## src/rtl/lsu_split.sv

```systemverilog
// rtl/lsu_split.sv - load/store unit with byte-lane strobes and optional split of boundary-crossing accesses
module lsu_split #(
    parameter int XLEN             = 32,
    parameter bit SPLIT_MISALIGNED = 1'b1
) (
    input  logic            clk,
    input  logic            nrst,
    input  logic            req_valid,
    input  logic            req_ren,
    input  logic            req_wen,
    input  logic [1:0]      req_width,
    input  logic            req_unsigned,
    input  logic [XLEN-1:0] req_addr,
    input  logic [XLEN-1:0] req_wdata,
    output logic            resp_done,
    output logic [XLEN-1:0] resp_rdata,
    output logic            load_misalign,
    output logic            store_misalign,
    output logic            dmem_ren,
    output logic            dmem_wen,
    output logic [XLEN-1:0] dmem_addr,
    output logic [XLEN-1:0] dmem_wdata,
    output logic [XLEN/8-1:0] dmem_strb,
    input  logic [XLEN-1:0] dmem_load,
    input  logic            dhit
);
    localparam int NB  = XLEN / 8;
    localparam int NB2 = 2 * NB;
    localparam int LNB = $clog2(NB);

    localparam logic [1:0] S_IDLE = 2'd0;
    localparam logic [1:0] S_ACC0 = 2'd1;
    localparam logic [1:0] S_ACC1 = 2'd2;
    localparam logic [1:0] S_DONE = 2'd3;

    logic [1:0]      r_state;
    logic            r_load;
    logic            r_store;
    logic [1:0]      r_width;
    logic            r_uns;
    logic [XLEN-1:0] r_addr;
    logic [XLEN-1:0] r_wdata;
    logic [XLEN-1:0] r_beat0;
    logic [XLEN-1:0] r_rdata;
    logic            r_lmis;
    logic            r_smis;

    // Request-side checks use the live inputs since they decide the IDLE transition
    logic [2:0]        w_req_lowmask;
    logic              w_req_illegal;
    logic              w_req_mis;
    logic              w_req_exc;
    logic              w_req_go;

    logic [LNB-1:0]    w_off;
    logic [3:0]        w_off_ext;
    logic [3:0]        w_size;
    logic              w_cross;
    logic [7:0]        w_size_mask;
    logic [NB2-1:0]    w_strb_wide;
    logic [2*XLEN-1:0] w_wdata_wide;
    logic [XLEN-1:0]   w_base;
    logic              w_acc;
    logic              w_hi;
    logic [2*XLEN-1:0] w_asm_in;
    logic [XLEN-1:0]   w_raw;
    logic [XLEN-1:0]   w_keep;
    logic [XLEN-1:0]   w_top;
    logic              w_neg;
    logic [XLEN-1:0]   w_ext;

    assign w_req_lowmask = 3'b111 >> (2'd3 - req_width);
    assign w_req_illegal = (XLEN == 32) && (req_width == 2'b11);
    assign w_req_mis     = w_req_illegal || ((req_addr[2:0] & w_req_lowmask) != 3'd0);
    assign w_req_exc     = w_req_illegal || (w_req_mis && !SPLIT_MISALIGNED);
    assign w_req_go      = req_valid && (req_ren || req_wen);

    assign w_off       = r_addr[LNB-1:0];
    assign w_off_ext   = {{(4-LNB){1'b0}}, w_off};
    assign w_size      = 4'd1 << r_width;
    assign w_cross     = (w_off_ext + w_size) > 4'(NB);
    assign w_size_mask = 8'((9'd1 << w_size) - 9'd1);

    // Upper halves of the double-width shifts are exactly the second-beat lanes
    assign w_strb_wide  = NB2'(w_size_mask) << w_off;
    assign w_wdata_wide = {{XLEN{1'b0}}, r_wdata} << {w_off, 3'b000};
    assign w_base       = {r_addr[XLEN-1:LNB], {LNB{1'b0}}};

    assign w_acc = (r_state == S_ACC0) || (r_state == S_ACC1);
    assign w_hi  = (r_state == S_ACC1);

    assign dmem_ren   = w_acc && r_load;
    assign dmem_wen   = w_acc && r_store;
    assign dmem_addr  = !w_acc ? '0 : (w_hi ? w_base + XLEN'(NB) : w_base);
    assign dmem_strb  = !w_acc ? '0 : (w_hi ? w_strb_wide[NB2-1:NB] : w_strb_wide[NB-1:0]);
    assign dmem_wdata = !w_acc ? '0 : (w_hi ? w_wdata_wide[2*XLEN-1:XLEN] : w_wdata_wide[XLEN-1:0]);

    assign w_asm_in = w_hi ? {dmem_load, r_beat0} : {{XLEN{1'b0}}, dmem_load};
    assign w_raw    = XLEN'(w_asm_in >> {w_off, 3'b000});
    assign w_keep   = (XLEN'(1) << {w_size, 3'b000}) - XLEN'(1);
    assign w_top    = w_keep ^ (w_keep >> 1);
    assign w_neg    = !r_uns && (|(w_raw & w_top));
    assign w_ext    = (w_raw & w_keep) | (w_neg ? ~w_keep : '0);

    always_ff @(posedge clk or negedge nrst) begin
        if (!nrst) begin
            r_state <= S_IDLE;
            r_load  <= 1'b0;
            r_store <= 1'b0;
            r_width <= 2'd0;
            r_uns   <= 1'b0;
            r_addr  <= '0;
            r_wdata <= '0;
            r_beat0 <= '0;
            r_rdata <= '0;
            r_lmis  <= 1'b0;
            r_smis  <= 1'b0;
        end else begin
            case (r_state)
                S_IDLE: begin
                    if (w_req_go) begin
                        r_load  <= req_ren;
                        r_store <= !req_ren;
                        r_width <= req_width;
                        r_uns   <= req_unsigned;
                        r_addr  <= req_addr;
                        r_wdata <= req_wdata;
                        r_lmis  <= req_ren && w_req_exc;
                        r_smis  <= !req_ren && w_req_exc;
                        if (w_req_exc) begin
                            r_rdata <= '0;
                            r_state <= S_DONE;
                        end else begin
                            r_state <= S_ACC0;
                        end
                    end
                end
                S_ACC0: begin
                    if (dhit) begin
                        r_beat0 <= dmem_load;
                        if (w_cross) begin
                            r_state <= S_ACC1;
                        end else begin
                            r_rdata <= r_load ? w_ext : '0;
                            r_state <= S_DONE;
                        end
                    end
                end
                S_ACC1: begin
                    if (dhit) begin
                        r_rdata <= r_load ? w_ext : '0;
                        r_state <= S_DONE;
                    end
                end
                default: r_state <= S_IDLE;
            endcase
        end
    end

    assign resp_done      = (r_state == S_DONE);
    assign resp_rdata     = r_rdata;
    assign load_misalign  = resp_done && r_lmis;
    assign store_misalign = resp_done && r_smis;
endmodule
```

## config.mk

```make
export PLATFORM = sky130hd
export DESIGN_NAME = lsu_split
export DESIGN_NICKNAME = d
export VERILOG_FILES = /design/src/rtl/lsu_split.sv
export SDC_FILE = /design/constraint.sdc
export NUM_CORES = 1
export LEC_CHECK = 0
export ABC_AREA = 1
export BUFFER_PORTS_ARGS = -buffer_cell sky130_fd_sc_hd__buf_2
export CAP_MARGIN = 20
export CORE_MARGIN = 8
export CORE_UTILIZATION = 50
export CTS_CLUSTER_SIZE = 16
export DETAILED_ROUTE_END_ITERATION = 10
export PLACE_DENSITY = 0.75
export SLEW_MARGIN = 15
export SYNTH_ARGS = -nofsm -noshare
export SYNTH_HDL_FRONTEND = slang
export SYNTH_SLANG_ARGS = --single-unit
```

## constraint.sdc

```tcl
create_clock -name clk -period 3.25 [get_ports clk]
set_input_delay 0.325 -clock clk [delete_from_list [all_inputs] [get_ports clk]]
set_output_delay 0.325 -clock clk [all_outputs]
set_load 0.01 [all_outputs]
```

# ---- After elaboration in Yosys (flattened, before gate mapping)
# Index checks and enable logic that the tools add are counted.
dict set report word_totals {
  wordCells 76
  output_inout_bits 105
  register_bits 137
  input_bits 105
}
dict set report classes {
  n_mux 21
  shift 6
  n_lt_le_gt_ge 1
  n_eq_ne 9
  n_bitwise 5
  n_reduce_logical 19
  addsub 4
}
# cell n
set ops {}
lappend ops {{32-bit two-way mux} 11}
lappend ops {{32-bit case mux with 3 select lines} 1}
lappend ops {{32-bit bitwise AND} 2}
lappend ops {{64-bit two-way mux} 1}
lappend ops {{32-bit by 5-bit << shifter with 64-bit output} 1}
lappend ops {{64-bit by 5-bit right shift with 32-bit output} 1}
lappend ops {{32-bit by 3-bit adder with 32-bit output, second input constant} 1}
lappend ops {{32-bit NOT} 1}
lappend ops {{32-bit bitwise OR} 1}
lappend ops {{32-bit OR reduction} 1}
lappend ops {{1-bit by 7-bit << shifter with 32-bit output, first input constant} 1}
lappend ops {{32-bit by 2-bit subtractor with 32-bit output, second input constant} 1}
lappend ops {{32-bit by 31-bit bitwise XOR with 32-bit output} 1}
lappend ops {{2-bit inequality test, second input constant} 5}
lappend ops {{1-bit logical AND} 8}
lappend ops {{2-bit two-way mux} 4}
lappend ops {{4-bit two-way mux} 2}
lappend ops {{1-bit by 4-bit << shifter with 8-bit output, first input constant} 1}
lappend ops {{8-bit by 2-bit << shifter with 8-bit output} 1}
lappend ops {{8-bit by 1-bit subtractor with 8-bit output, second input constant} 1}
lappend ops {{2-bit equality test, second input constant} 3}
lappend ops {{2-bit case mux with 3 select lines} 1}
lappend ops {{6-bit AND reduction} 1}
lappend ops {{2-bit by 4-bit adder with 4-bit output} 1}
lappend ops {{10 further kinds} 13}

# ---- Longest topological paths before layout
# Gate-level depths: netlist (run 1).
dict set report logic_depth {
  depth_word 13
  depth_mapped 18
  ltp_nobuf 15
}

# ---- Worst setup path before layout (run 1)
# OpenSTA, ideal clock, no wires.
dict set report synth_path {
  path_type {reg-to-reg}
  start {reg r_addr[1]}
  end {reg r_rdata[28], in the netlist resp_rdata[28]}
  period_less_slack_ns 2.554
  setup_slack_ns 0.696
  path_buffers 5
  t_required_ns 3.184
  setup_ns 0.066
  t_arrival_ns 2.489
  stages_incl_launch_ff 18
  cell_sequence {dfrtp_1 > buf_4 > inv_1 > buf_2 > buf_2 > buf_2 > fa_1 > inv_1 > o21ai_0 > nand2_1 > nand2_1 > nand2_2 > inv_2 > nand2_2 > buf_2 > nor2_1 > nand2_1 > nand2_1}
}
dict set report synth_via {
  elab_chain_len 10
  elab_cells_between_ends 16
  cone_classes {1 x add/sub; 1 x order compare; 1 x eq/ne; 1 x shift; 6 x mux; 3 x bitwise; 3 x reduce/logical}
}
# item line_no
set synth_rtl {}
lappend synth_rtl {{from (decl)} 41} ;# logic [XLEN-1:0] r_addr;
lappend synth_rtl {{from (signal assigned)} 126} ;# r_addr <= req_addr;
lappend synth_rtl {{64-bit by 5-bit right shift with 32-bit output} 99} ;# assign w_raw = XLEN'(w_asm_in >> {w_off, 3'b000});
lappend synth_rtl {{32-bit bitwise AND} 102} ;# assign w_neg = !r_uns && (|(w_raw & w_top));
lappend synth_rtl {{32-bit OR reduction} 102}
lappend synth_rtl {{1-bit logical AND} 102}
lappend synth_rtl {{32-bit two-way mux} 103} ;# assign w_ext = (w_raw & w_keep) | (w_neg ? ~w_keep : '0);
lappend synth_rtl {{32-bit bitwise OR} 103}
lappend synth_rtl {{32-bit two-way mux} {144, 151}}
lappend synth_rtl {{32-bit two-way mux} 141} ;# if (w_cross) begin
lappend synth_rtl {{32-bit two-way mux} 139} ;# if (dhit) begin
lappend synth_rtl {{32-bit case mux with 3 select lines} 119} ;# case (r_state)
lappend synth_rtl {{to (signal assigned)} 144} ;# r_rdata <= r_load ? w_ext : '0;
lappend synth_rtl {{to (signal assigned)} 151} ;# r_rdata <= r_load ? w_ext : '0;
lappend synth_rtl {{to (decl)} 44} ;# logic [XLEN-1:0] r_rdata;
# Several ways; a longest one is shown, not always the timed one. The select of a mux whose other input is x is not followed.
# A chain may end at the register's enable or synchronous reset.

# ---- Final worst setup path (run 1)
dict set report layout_path {
  start {reg r_state[0]}
  end {out dmem_addr[29]}
}
dict set report layout_via {
  elab_chain_len 3
  elab_cells_between_ends 5
  cone_classes {2 x eq/ne; 2 x mux; 1 x reduce/logical}
}
# item line_no
set layout_rtl {}
lappend layout_rtl {{from (decl)} 36} ;# logic [1:0] r_state;
lappend layout_rtl {{from (signal assigned)} 107} ;# r_state <= S_IDLE;
lappend layout_rtl {{from (signal assigned)} 132} ;# r_state <= S_DONE;
lappend layout_rtl {{from (signal assigned)} 134} ;# r_state <= S_ACC0;
lappend layout_rtl {{2-bit equality test / 2-bit by 1-bit equality test with 1-bit output (equally long branches)} {89, 90}}
lappend layout_rtl {{32-bit two-way mux / 1-bit logical OR (equally long branches)} {94, 89}}
lappend layout_rtl {{32-bit two-way mux *} 94} ;# assign dmem_addr = !w_acc ? '0 : (w_hi ? w_base + XLEN'(NB) : w_base);
lappend layout_rtl {{to (decl)} 21} ;# output logic [XLEN-1:0] dmem_addr,
# Every way passes the cells marked *; elsewhere a longest branch is shown, timed or not.

==> reports/metrics.cfg, run 1 <==
[floorplanning]
die_width_um = 148
start_util = 0.508
placeable_core_area_um2 = 17200
row_count = 48
fp.dieArea_um2 = 21900
num_io_pins = 210
die-height_um = 148

[timing]
fin_worst_hold_slack_ns = 0.0878
finalSetupTns_ns = 0
min_period_over_period = 0.921
final_min_period_ns = 2.99
slew_viol_final = 0
finalSetupViolations = 0
max_clock_freq_mhz = 334
worst-slew-pin-transition_ns = 0.767
hold_viol = 0
slew_headroom = 0.488
grt_setup_unrepaired = no
fin_skew_ns = 0.00775

[yosys]
synth.yosys.warnings = 0
synthesis.instances = 1288
syn_area_per_cell_um2 = 6.78
area_share_of_fa_ha_maj_cells_after_synthesis = 0.0138
mappedNetlistArea_um2 = 8730
netlist-cell-type-count = 47
ys_seq_elements = 137
portion_of_the_post_synthesis_area_used_by_sequential_elements = 0.393
synth-simple-area-share = 0.299
synth_edf_count = 0
synthFlopType = dfrtp_1
async_flop_share = 1.00
synth_top_family_by_area = simple AND/OR/NAND/NOR gates
post_synthesis_compound_gate_area_fraction = 0.173
synthMuxAreaShare = 0.0267
synth-xor-area-share = 0.00502

[clock_tree]
root_buffer = clkbuf_16
htree_num_levels = 4
cts_tree = built
cts_repair_resize_count = 0
clock_pin_transition_on_the_worst_setup_and_hold_timing_paths_ns = 0.06
cts.path.max_buffers = 2
numCtsBuffers = 17
clock-sinks = 137
clk-insertion-delay-late_ns = 0.43

[place]
hpwlAfterDp_mm = 19.7
gpl.final_weighted_congestion = 0.915
place_inst = 1660
port_buffers = 207
post_dp_cell_area_um2 = 9810

[hold_path]
whs_path_depth = 3
type_of_the_worst_min_delay_path = in2reg

[global_routing]
antenna_violations_before_repair = 3
grt_pass1_wl_mm = 44.4
gr-usage-all-layers = 0.251
grt_overflow = 0
grt_pass1_vias = 8925
largest_net_degree_at_the_start_of_global_routing = 82

[detailed_routing]
number_of_remaining_drc_errors = 0
drt-vias-per-instance = 5.43
detailedRoute.firstPassIterationCount = 8
finalWirelength_mm = 27.7
dr.first_iter.drc_count = 800
postRouteAntennaNets = 0
routed_len_inst_um = 16.3
vias = 9196

[setup_path]
worst_path_dominant_cell_family = simple AND/OR/NAND/NOR gates
critPathArrivalTime_ns = 2.67
cp-start-kind = register
worst-r2r-cell-count = 13
path_cells = inv_1 -> ha_2 -> buf_4 -> nand2_2 -> nor2_4 -> nand2_2 -> nor2_4 -> nand3_2 -> nor2_2 -> nand4_1 -> nand2_1 -> nand2_1 -> nor2_1 -> buf_2
end_kind = output pin
timing.critical_path.slowest_cell_delay_ns = 0.40
crit_path_max_fanout = 22
slowest_stage = dfrtp_1
cp_data_required_time_ns = 2.92
worst-path-stages = 14
criticalPathCategory = reg2out
crit_buf_inv = 3

[pwr]
vdd_ir_drop_max_uv = 572
power_per_cell_area_nw_per_um2 = 1100
report.power.total_mw = 11.5
cellLeakagePower_nw = 5.50

[cells_and_area]
layoutNonFillerInstCount = 1693
area_growth_pct = 19.2
final_common_cell = nand2_1
final_nets = 1569
mostFrequentLayoutCells = nand2_1 (482), buf_2 (206), o21ai_0 (160)
post_route_cells_drive_above_1_share = 0.196
postLayoutCellArea_um2 = 10400

[status]
outcome = completed

[flow_run]
max_cap_viol_count = 0

## metal layers
layer  up-vias  share of wire  track usage  wire length, µm
met5         -         0.0013            0               36
met2       436           0.46        0.399            12800
li1       4481              -            -                -
met3        73          0.094       0.0702             2610
met1      4200           0.41        0.316            11400
met4         6          0.029        0.101              792
## worst paths after layout
kind                                       startpoint                         end  slack [ns]
hold reg to reg            resp_rdata[22]$_DFFE_PN0P_  resp_rdata[22]$_DFFE_PN0P_        0.47
setup / recovery               r_state[0]$_DFFE_PN0P_               dmem_addr[29]        0.26
min in group asynchronous                        nrst  resp_rdata[30]$_DFFE_PN0P_        0.37
hold / removal                           req_addr[28]      r_addr[28]$_DFFE_PN0P_        0.09
setup reg to reg               r_width[1]$_DFFE_PN0P_  resp_rdata[22]$_DFFE_PN0P_        0.52
max in group asynchronous                        nrst      r_addr[12]$_DFFE_PN0P_        2.00
## through the flow
step | setup slack (ns) | utilization
3_3_place_gp | 0.747 | 0.571
5_1_grt | 0.0202 | 0.605
4_1_cts | 0.256 | 0.605
6_report | 0.256 | 0.605
2_1_floorplan | 0.696 | -
3_5_place_dp | 0.553 | 0.571
## timing repair
item | 4_1_cts | 5_1_grt
hold buffers | 1 | 0
setup buffers | 0 | 0
hold endpoints to repair | 39 | 0
## where the power goes
group	total, mW	leakage, nW	switching (mW)	internal [mW]
sequential	2.97	1.73	0.540	2.43
clock	1.92	0.272	0.735	1.18
combinational	6.57	3.49	4.42	2.15
## cells in the mapped netlist (all sizes together), types with 9 or more instances
library cell / n / share of area
nand2: 488 / 0.21
o21ai: 166 / 0.096
dfrtp: 137 / 0.39
inv: 105 / 0.045
nor2: 91 / 0.041
a21oi: 77 / 0.045
buf: 39 / 0.028
nand3: 39 / 0.024
clkbuf: 37 / 0.016
nor3: 15 / 0.0086
mux2i: 12 / 0.014
mux2: 10 / 0.013
nand4: 10 / 0.0072
o22ai: 9 / 0.0065
## registers in the layout (all words and copies together), names as in the netlist
name and flops:
r_load 1, r_lmis 1, r_uns 1, r_wdata 32
r_smis 1, r_width 2, resp_rdata 32, r_state 2
r_addr 32, r_beat0 32, r_store 1
## tightest hold or removal path, delay by kind of cell
family | cells | cell delay (ns)
simple gates | 2 | 0.08
buf+inv | 1 | 0.08
## cells by family after synthesis
family / after synthesis
buffers and inverters: 181
adders and majority gates: 9
DFF: 137
AOI/OAI and AO/OA: 282
xor gates and xnor gates: 5
and+or+nand+nor: 651
other: 1
muxes: 22
## layout make-up
class                   instances  area (µm²)
diodes                          1        2.50
fillers                      1614        6780
repair buffers                223        1190
well taps                     225         282
multi-input cells             971        4530
clock buffers                  24         482
flip-flops and latches        137        3430
inverters                     105         394
clock inverters                 7        92.6
No activity file was read; power rests on OpenSTA's default activity.
==> run 2: changes to the inputs <==
Clock period 3.25 ns to 3.05 ns, I/O delays scaled along.
==> run 2 against run 1 <==
  * Critical path depth shrank 6
  * Worst hold slack lost 0.024 ns
  * Setup slack lost 0.054 ns
  * Utilization grew 1.1 points
==> reports/metrics.cfg, run 2 (synthesized netlist as in run 1, its figures left out) <==
[global_routing]
gr-usage-all-layers = 0.253  ; +0.00191
grt_overflow = 0  ; unchanged
antenna_violations_before_repair = 3  ; unchanged
largest_net_degree_at_the_start_of_global_routing = 66  ; -20%
grt_pass1_vias = 8824  ; -1.1%
grt_pass1_wl_mm = 44.8  ; +0.93%

[hold_path]
type_of_the_worst_min_delay_path = in2reg
holdCritStartpoint = req_addr[31]
hold_end = r_addr[31]$_DFFE_PN0P_
whs_path_depth = 3  ; unchanged

[pwr]
portion_of_total_power_attributed_to_sequential_cells = 0.252  ; -0.007
p_switching_mw = 6.13  ; +7.5%
power.combinational.fraction = 0.569  ; -0.004
report.power.total_mw = 12.5  ; +9.5%
cellLeakagePower_nw = 5.58  ; +1.6%
internal_cell_power_mw = 6.42  ; +12%
vdd_ir_drop_max_uv = 699  ; +22%
power_per_cell_area_nw_per_um2 = 1190  ; +7.6%
pwr-share-clk = 0.179  ; +0.012
swShare = 0.488  ; -0.00911

[setup_path]
crit_path_max_fanout = 28  ; +27%
r2r-end = resp_rdata[19]$_DFFE_PN0P_
critPathArrivalTime_ns = 2.54  ; -0.13 ns
end_kind = output pin
path_cells = inv_1 -> ha_1 -> buf_4 -> nand2_1 -> nor2_1 -> inv_1 -> o221ai_1 -> buf_2
timing.critical_path.slowest_cell_delay_ns = 0.41  ; about the same
worst-r2r-cell-count = 13  ; unchanged
worst_path_dominant_cell_family = buffers and inverters
cp_data_required_time_ns = 2.74  ; -0.18 ns
slowest_stage = dfrtp_1
cp-start-kind = register
worstReg2RegStart = r_width[1]$_DFFE_PN0P_
reg2reg_setup_slack_ns = 0.32  ; -0.20 ns
cp_common_cell = inv_1
crit_buf_inv = 4  ; +1
criticalPathCategory = reg2out

[timing]
worst-slew-pin-transition_ns = 0.719  ; -0.0478 ns
final_min_period_ns = 2.85
finalSetupViolations = 0  ; unchanged
fin_skew_ns = 0.0139  ; +0.00615 ns
finalSetupTns_ns = 0  ; unchanged
min_period_over_period = 0.934
fin_worst_hold_slack_ns = 0.0638  ; -0.0240 ns
layout_setup_ws_ns = 0.202  ; -0.0538 ns
max_clock_freq_mhz = 351
hold_viol = 0  ; unchanged
slew_headroom = 0.520  ; +0.0319
slew_viol_final = 0  ; unchanged
grt_setup_unrepaired = no

[floorplanning]
die-height_um = 148  ; unchanged
row_count = 48  ; unchanged
fp.dieArea_um2 = 21900  ; unchanged
start_util = 0.508  ; unchanged
num_io_pins = 210  ; unchanged
die_width_um = 148  ; unchanged
placeable_core_area_um2 = 17200  ; unchanged

[cells_and_area]
final_nets = 1578  ; +0.57%
nFillCells = 1663  ; +3.0%
mostFrequentLayoutCells = nand2_1 (482), buf_2 (206), o21ai_0 (160)
post_route_cells_drive_above_1_share = 0.205  ; +0.00829
final_common_cell = nand2_1
area_growth_pct = 21.2

[place]
port_buffers = 207  ; unchanged
gpl.final_weighted_congestion = 0.932  ; +1.9%
hpwlAfterDp_mm = 20.0  ; +1.7%
post-place-ws_ns = 0.341  ; -0.213 ns

[detailed_routing]
detailedRoute.firstPassIterationCount = 5  ; -3
finalWirelength_mm = 27.8  ; +0.51%
vias = 9148  ; -0.52%
postRouteAntennaNets = 0  ; unchanged
dr.first_iter.drc_count = 795  ; -0.63%
number_of_remaining_drc_errors = 0  ; unchanged
routed_len_inst_um = 16.3  ; about the same
drt-vias-per-instance = 5.37  ; -1.0%

[clock_tree]
cts.path.max_buffers = 2  ; unchanged
clock_pin_transition_on_the_worst_setup_and_hold_timing_paths_ns = 0.06  ; about the same
root_buffer = clkbuf_16
clk-insertion-delay-late_ns = 0.43  ; about the same
clock-sinks = 137  ; unchanged
numCtsBuffers = 17  ; unchanged
cts_tree = built
htree_num_levels = 4  ; unchanged

[status]
outcome = completed

[flow_run]
max_cap_viol_count = 0  ; unchanged

## run 2: cell count changes in the layout (fill, tap and decap cells not counted), sizes merged
| cell | previous run | this run |
|---|---|---|
| clkinvlp | 3 | 4 |
| inv | 105 | 106 |
| buf | 222 | 231 |
| clkbuf | 24 | 20 |
| bufinv | 2 | 4 |
## run 2: stage by stage
| step | utilization | cell area (µm²) | std cells |
|---|---|---|---|
| 2_1_floorplan | - | 8730 | 1289 |
| 3_3_place_gp | 0.575 | 9880 | 1665 |
| 3_5_place_dp | 0.575 | 9880 | 1665 |
| 4_1_cts | 0.613 | 10500 | 1697 |
| 5_1_grt | 0.616 | 10600 | 1702 |
| 6_report | 0.616 | 10600 | 1702 |
## run 2: power by group through the flow
stage / registers (mW) / logic (mW) / clock network (mW)
final: 3.16 / 7.14 / 2.25
after global routing: 3.24 / 8.01 / 2.33
after CTS: 3.14 / 7.06 / 2.27
after detailed placement: 3.16 / 7.02 / 0
after global placement: 3.14 / 6.94 / 0
after floorplan: 3.05 / 4.89 / 0
## run 2: area by class of cell
class                   count  area (µm²)  share of cell area
repair buffers            232        1300               0.123
clock buffers              20         467              0.0441
flip-flops and latches    137        3430               0.324
diodes                      1        2.50            0.000236
well taps                 225         282              0.0266
inverters                 105         394              0.0372
multi-input cells         971        4540               0.429
clock inverters            11         169              0.0160
## run 2: timing repair
action / in CTS / in global routing
resized for setup: 0 / 3
hold buffers: 1 / 0
setup buffers: 0 / 4
hold endpoints to repair: 56 / 0
setup endpoints to repair: 0 / 24
## run 2: worst max path at each step
stage | from | to | slack [ns] | cells past startpoint
CTS | r_state[0]$_DFFE_PN0P_ | dmem_addr[29] | 0.06 | 13
global route | r_state[0]$_DFFE_PN0P_ | dmem_wdata[18] | 0.03 | 8
detailed placement | r_width[1]$_DFFE_PN0P_ | resp_rdata[6]$_DFFE_PN0P_ | 0.34 | 11
floorplan | r_addr[1]$_DFFE_PN0P_ | resp_rdata[28]$_DFFE_PN0P_ | 0.50 | 17
finish | r_state[1]$_DFFE_PN0P_ | dmem_wdata[16] | 0.20 | 8
global placement | r_width[1]$_DFFE_PN0P_ | resp_rdata[27]$_DFFE_PN0P_ | 0.51 | 13
## run 2: per-layer routing
layer	vias up	routed length (µm)	track usage
met5	-	23	0
met4	4	522	0.0882
met3	34	2390	0.0678
met2	393	13100	0.408
met1	4213	11800	0.321
li1	4504	-	-
## run 2: worst reg2reg max path, delay by kind of cell, from the launching register on
family / cells / cell delay, ns
and+or+nand+nor: 8 / 1.21
adders and majority gates: 1 / 0.53
DFF: 1 / 0.50
buffers and inverters: 3 / 0.22
AOI/OAI and AO/OA: 1 / 0.22
